$ cat src/rtl/hack_control_seq_pkg.sv
// hack_control_seq_pkg: sequencer state encoding and Hack instruction field layout.
// The HALT state and the fixed-bit check exist only when ILLEGAL_TRAP_EN is defined.
package hack_control_seq_pkg;

`ifdef ILLEGAL_TRAP_EN
  typedef enum logic [2:0] {
    ST_FETCH  = 3'd0,
    ST_DECODE = 3'd1,
    ST_EXEC   = 3'd2,
    ST_MEMWR  = 3'd3,
    ST_COMMIT = 3'd4,
    ST_HALT   = 3'd5
  } state_t;

  // C-instructions must carry 11 in bits 14:13
  localparam int FIX_HI = 14;
  localparam int FIX_LO = 13;
  localparam logic [1:0] C_FIXED_BITS = 2'b11;
`else
  typedef enum logic [2:0] {
    ST_FETCH  = 3'd0,
    ST_DECODE = 3'd1,
    ST_EXEC   = 3'd2,
    ST_MEMWR  = 3'd3,
    ST_COMMIT = 3'd4
  } state_t;
`endif

  // instruction type: 0 = A-instruction, 1 = C-instruction
  localparam int TYPE_BIT = 15;

  // C-instruction fields
  localparam int A_BIT   = 12;
  localparam int COMP_HI = 11;
  localparam int COMP_LO = 6;
  localparam int JUMP_HI = 2;
  localparam int JUMP_LO = 0;

  // dest bits d1..d3
  localparam int DEST_A = 5;
  localparam int DEST_D = 4;
  localparam int DEST_M = 3;

  // jump bits j1..j3 within the 3-bit jump field
  localparam int JMP_LT = 2;
  localparam int JMP_EQ = 1;
  localparam int JMP_GT = 0;

endpackage

$ cat src/rtl/hack_jump_eval.sv
// hack_jump_eval: combinational jump condition from the latched ALU flags.
module hack_jump_eval
  import hack_control_seq_pkg::*;
(
  input  logic       zr,
  input  logic       ng,
  input  logic [2:0] j,
  output logic       jmp
);

  // a positive result is one that is neither zero nor negative
  always_comb begin
    jmp = (j[JMP_LT] & ng) | (j[JMP_EQ] & zr) | (j[JMP_GT] & ~ng & ~zr);
  end

endmodule

$ cat src/rtl/hack_control_seq.sv
// hack_control_seq: multi-cycle sequencer driving the Hack ALU control interface.
// Optional macro ILLEGAL_TRAP_EN adds the 'illegal' output and a HALT trap state
// for C-instructions whose bits 14:13 are not 11.
module hack_control_seq
  import hack_control_seq_pkg::*;
#(
  parameter int CNT_W = 16
) (
  input  logic             clk,
  input  logic             reset,
  input  logic             instr_valid,
  input  logic [15:0]      instr,
  output logic             instr_ready,
  input  logic [15:0]      alu_out,
  output logic             zx,
  output logic             nx,
  output logic             zy,
  output logic             ny,
  output logic             f,
  output logic             no,
  output logic             sel_m,
  output logic [15:0]      wb_data,
  output logic             load_a,
  output logic             load_d,
  output logic             write_m,
  input  logic             mem_ready,
  output logic             pc_load,
  output logic             pc_inc,
  output logic [CNT_W-1:0] retired
`ifdef ILLEGAL_TRAP_EN
  ,
  output logic             illegal
`endif
);

  state_t      state;
  state_t      next_state;
  logic [12:0] instr_q;
  logic        c_q;
  logic        zr;
  logic        ng;
  logic        jmp;

  hack_jump_eval u_jump_eval (
    .zr  (zr),
    .ng  (ng),
    .j   (instr_q[JUMP_HI:JUMP_LO]),
    .jmp (jmp)
  );

  // state register
  always_ff @(posedge clk) begin
    if (reset) state <= ST_FETCH;
    else       state <= next_state;
  end

  // next-state decode and the per-state handshake / pulse outputs
  always_comb begin
    next_state  = state;
    instr_ready = 1'b0;
    write_m     = 1'b0;
    load_a      = 1'b0;
    load_d      = 1'b0;
    pc_load     = 1'b0;
    pc_inc      = 1'b0;
`ifdef ILLEGAL_TRAP_EN
    illegal     = 1'b0;
`endif
    case (state)
      ST_FETCH: begin
        instr_ready = 1'b1;
        if (instr_valid) begin
          if (instr[TYPE_BIT]) begin
`ifdef ILLEGAL_TRAP_EN
            next_state = (instr[FIX_HI:FIX_LO] == C_FIXED_BITS) ? ST_DECODE : ST_HALT;
`else
            next_state = ST_DECODE;
`endif
          end else begin
            next_state = ST_COMMIT;
          end
        end
      end
      ST_DECODE: next_state = ST_EXEC;
      ST_EXEC:   next_state = instr_q[DEST_M] ? ST_MEMWR : ST_COMMIT;
      ST_MEMWR: begin
        write_m = 1'b1;
        if (mem_ready) next_state = ST_COMMIT;
      end
      ST_COMMIT: begin
        next_state = ST_FETCH;
        if (c_q) begin
          load_a  = instr_q[DEST_A];
          load_d  = instr_q[DEST_D];
          pc_load = jmp;
          pc_inc  = ~jmp;
        end else begin
          load_a  = 1'b1;
          pc_inc  = 1'b1;
        end
      end
`ifdef ILLEGAL_TRAP_EN
      ST_HALT: illegal = 1'b1;
`endif
      default: next_state = ST_FETCH;
    endcase
  end

  // instruction latch, ALU controls, writeback value, flags and retire counter
  always_ff @(posedge clk) begin
    if (reset) begin
      instr_q <= '0;
      c_q     <= 1'b0;
      zx      <= 1'b0;
      nx      <= 1'b0;
      zy      <= 1'b0;
      ny      <= 1'b0;
      f       <= 1'b0;
      no      <= 1'b0;
      sel_m   <= 1'b0;
      wb_data <= '0;
      zr      <= 1'b0;
      ng      <= 1'b0;
      retired <= '0;
    end else begin
      case (state)
        ST_FETCH: begin
          if (instr_valid) begin
            instr_q <= instr[12:0];
            c_q     <= instr[TYPE_BIT];
            if (!instr[TYPE_BIT]) wb_data <= {1'b0, instr[14:0]};
          end
        end
        ST_DECODE: begin
          {zx, nx, zy, ny, f, no} <= instr_q[COMP_HI:COMP_LO];
          sel_m                   <= instr_q[A_BIT];
        end
        ST_EXEC: begin
          wb_data <= alu_out;
          zr      <= (alu_out == 16'h0000);
          ng      <= alu_out[15];
        end
        ST_COMMIT: retired <= retired + CNT_W'(1);
        default: ;
      endcase
    end
  end

endmodule

$ cat config.mk
export PLATFORM = sky130hd
export DESIGN_NAME = hack_control_seq
export DESIGN_NICKNAME = d
export VERILOG_FILES = /design/src/rtl/hack_control_seq_pkg.sv /design/src/rtl/hack_jump_eval.sv /design/src/rtl/hack_control_seq.sv
export SDC_FILE = /design/constraint.sdc
export NUM_CORES = 1
export LEC_CHECK = 0
export CAP_MARGIN = 20
export CORE_UTILIZATION = 42
export CTS_BUF_LIST = sky130_fd_sc_hd__clkbuf_8
export DETAILED_ROUTE_END_ITERATION = 12
export GPL_ROUTABILITY_DRIVEN = 0
export PLACE_DENSITY = 0.76
export SETUP_SLACK_MARGIN = 0.1
export SYNTH_ARGS = -nofsm -noshare
export SYNTH_HDL_FRONTEND = slang
export SYNTH_SLANG_ARGS = --single-unit
$ cat constraint.sdc
create_clock -name clk -period 1.9 [get_ports clk]
set_clock_uncertainty 0.05 [all_clocks]
set_input_delay 0.19 -clock clk [delete_from_list [all_inputs] [get_ports clk]]
set_output_delay 0.19 -clock clk [all_outputs]
set_load 0.02 [all_outputs]
==> flow_summary.json, run 1 <==
{
  "syn_inst": 280,
  "die_area_um2": 6295,
  "dr.first_iter.drc_count": 110,
  "nNetsFinal": 404,
  "place_area_um2": 3437,
  "grt_max_degree": 59,
  "synth_nets": 317,
  "fin_crit_ns": 1.751,
  "clock-sinks": 58,
  "reg2reg_from": "state[2]$_SDFFE_PP0P_",
  "power.switching_w": 0.0007222,
  "ys_seq_area_frac": 0.4622,
  "hold_path.class": "input port to flip-flop",
  "synth_area_leaders": "dfxtp_1 46%, mux2i_1 9.6%, nand2_1 5.5%",
  "grt_pass1_vias": 2090,
  "cts_buffers": 9,
  "cp.arrival_ns": 1.96,
  "setup_viol": 0,
  "design_area_um2": 3626,
  "post-place-ws_ns": 0.01371,
  "pwr-share-comb": 0.157,
  "die_h_um": 79.34,
  "r2r_end": "retired[13]$_SDFFE_PP0P_",
  "reg2reg_depth": 5,
  "period_share": 0.9218,
  "drv_slew": 0,
  "hold-path-cell-count": 3,
  "holdPathEnd": "retired[4]$_SDFFE_PP0P_",
  "dpl.hpwl_um": 4298,
  "start_util": 0.4453,
  "antennaDiodeCount": 0,
  "core-area_um2": 5642,
  "grt_overflow": 0,
  "crit_type": "flip-flop to flip-flop",
  "ys.flop_type": "dfxtp_1",
  "ctsHtreeMaxLevel": 3,
  "row_count": 27,
  "p_seq_frac": 0.481,
  "ys_ff_latch": 58,
  "via_count": 2284,
  "p_clk_frac": 0.362,
  "path_max_fanout": 6,
  "path_clk_slew_ns": 0.07,
  "finalHoldViolations": 0,
  "ys_top_cells_by_count": "58 x dfxtp_1, 37 x nand2_1, 37 x nor2_1, 24 x a21oi_1, 24 x mux2i_1",
  "area_growth_syn_to_layout_pct": 44.32,
  "io_pins": 81,
  "drc": 0,
  "firstDrtPassIters": 4,
  "synth_warnings": 0,
  "yosys.cell_types.count": 38,
  "async_flop_share": 0,
  "syn_avg_cell_area_um2": 8.973,
  "setup_ws_ns": 0.1485,
  "portBuffers": 80,
  "track_usage": 0.2016,
  "wirelength_um": 6036,
  "tightest_slew_ns": 0.5166,
  "status": "finished clean",
  "drv_cap": 0,
  "swShare": 0.2670,
  "hp-start": "reset",
  "cp_data_required_time_ns": 2.11,
  "cp-end-kind": "flip-flop",
  "start_kind": "flip-flop",
  "antenna_found_initial": 0,
  "viasPerCell": 5.144,
  "grt_pass1_wl_um": 9735,
  "p_per_area_nw_per_um2": 746.0,
  "rsz0062_at_grt": "yes",
  "drtAntennaViolNets": 0,
  "synth_edf_count": 0,
  "clock_path_buffers": 2,
  "clock_latency_ns": 0.33,
  "synth_most_common_cell": "dfxtp_1",
  "yosysTopAreaCell": "dfxtp_1",
  "die_x_um": 79.34,
  "peakVddDrop_uv": 632.2,
  "max_freq_mhz": 570.9,
  "synth.top_cell.area_share": 0.4622,
  "setup_tns_ns": 0,
  "slew_headroom": 0.6548,
  "wire_per_inst_um": 13.59,
  "drive_gt1_frac": 0.1129,
  "netlist_area_um2": 2512,
  "root_buffer": "clkbuf_8",
  "total_power_w": 0.002705,
  "regToRegSetupSlack_ns": 0.15,
  "p_int_w": 0.001983,
  "cts_tree": "yes",
  "p_leak_nw": 1.320
}
-- state kept, by name, indices dropped and copies added (netlist names), 3 cells and up --
| name | cells |
|---|---|
| state | 3 |
| wb_data | 16 |
| instr_q | 13 |
| retired | 16 |
-- cell type report --
cell class	count	area (µm²)
fillers	500	2016
multi-input cells	200	1262
flip-flops and latches	58	1161
repair buffers	94	925.9
clock buffers	10	137.6
well taps	72	90.09
clock inverters	6	33.78
inverters	4	15.01
-- worst max-delay path: stages, from the launching register on --
cell and delay, ns:
dfxtp_1 0.33, or3b_4 0.43, buf_8 0.15, nand4bb_4 0.21, or3_4 0.38, a21oi_1 0.14
-- power groups by stage --
stage	clock, W	sequential [W]	combinational (W)
global route	0.00106	0.00131	0.000462
floorplan	0	0.00136	0.000172
global placement	0	0.00133	0.000416
CTS	0.000997	0.00130	0.000420
detailed placement	0	0.00133	0.000420
finish	0.000980	0.00130	0.000424
-- routing by layer --
layer	track usage	vias up	routed length, µm
met5	0	-	0
met4	0.09818	0	104
met3	0.04253	9	222
met2	0.3241	43	2952
met1	0.2550	1076	2757
li1	-	1156	-
-- how the worst max path moves through the flow --
| stage | startpoint | endpoint | slack [ns] | depth (start not counted) |
|---|---|---|---|---|
| after global placement | state[0]$_SDFFE_PP0P_ | pc_load | 0.02 | 3 |
| after global routing | state[2]$_SDFFE_PP0P_ | retired[13]$_SDFFE_PP0P_ | 0.06 | 5 |
| after CTS | state[2]$_SDFFE_PP0P_ | pc_load | 0.08 | 3 |
| final | state[2]$_SDFFE_PP0P_ | retired[13]$_SDFFE_PP0P_ | 0.15 | 5 |
| after floorplan | state[2]$_SDFFE_PP0P_ | pc_load | 0.15 | 4 |
| after detailed placement | state[0]$_SDFFE_PP0P_ | pc_load | 0.01 | 3 |
-- cells in the final DEF, fill, tap and decap left out, types with 4 or more instances in the layout --
cell type / n
inv_1: 5
clkdlybuf4s50_1: 73
a211oi_1: 16
clkbuf_8: 10
xnor2_1: 6
buf_4: 11
nand3_1: 5
nor4_1: 4
dfxtp_1: 58
xor2_1: 4
mux2i_1: 24
nand2_1: 37
o21ai_0: 4
nor2_1: 37
a21oi_1: 24
-- through the flow --
step                      instances  hold WS [ns]  utilization
final                           444        0.2706       0.6427
after floorplan                 280        0.2760            -
after CTS                       441        0.2613       0.6396
after global routing            444        0.2798       0.6427
after global placement          425        0.3933       0.6092
after detailed placement        425        0.3944       0.6092
-- cell families after synthesis --
kind of cell,count (synthesis),share of synthesized area
multiplexers,24,0.09562
adder cells (fa/ha/maj),1,0.004979
buffers and inverters,22,0.04034
AO/OA/AOI/OAI,49,0.1195
flip-flops,58,0.4621
XOR/XNOR,10,0.03486
AND/OR/NAND/NOR,116,0.2425
-- what timing repair did --
action	4_1_cts	5_1_grt
gates cloned	0	0
buffers inserted	0	3
setup endpoints to repair	8	6
hold buffers	0	0
pin swaps	0	1
gates resized for setup	12	10
(Power assumes the default switching activity.)
==> inputs of run 2 (changes only) <==
Settings changed: CTS_CLUSTER_SIZE from default to 12.
==> results of run 2 <==
The final DEF is identical to that of run 1; final timing and power are the same.
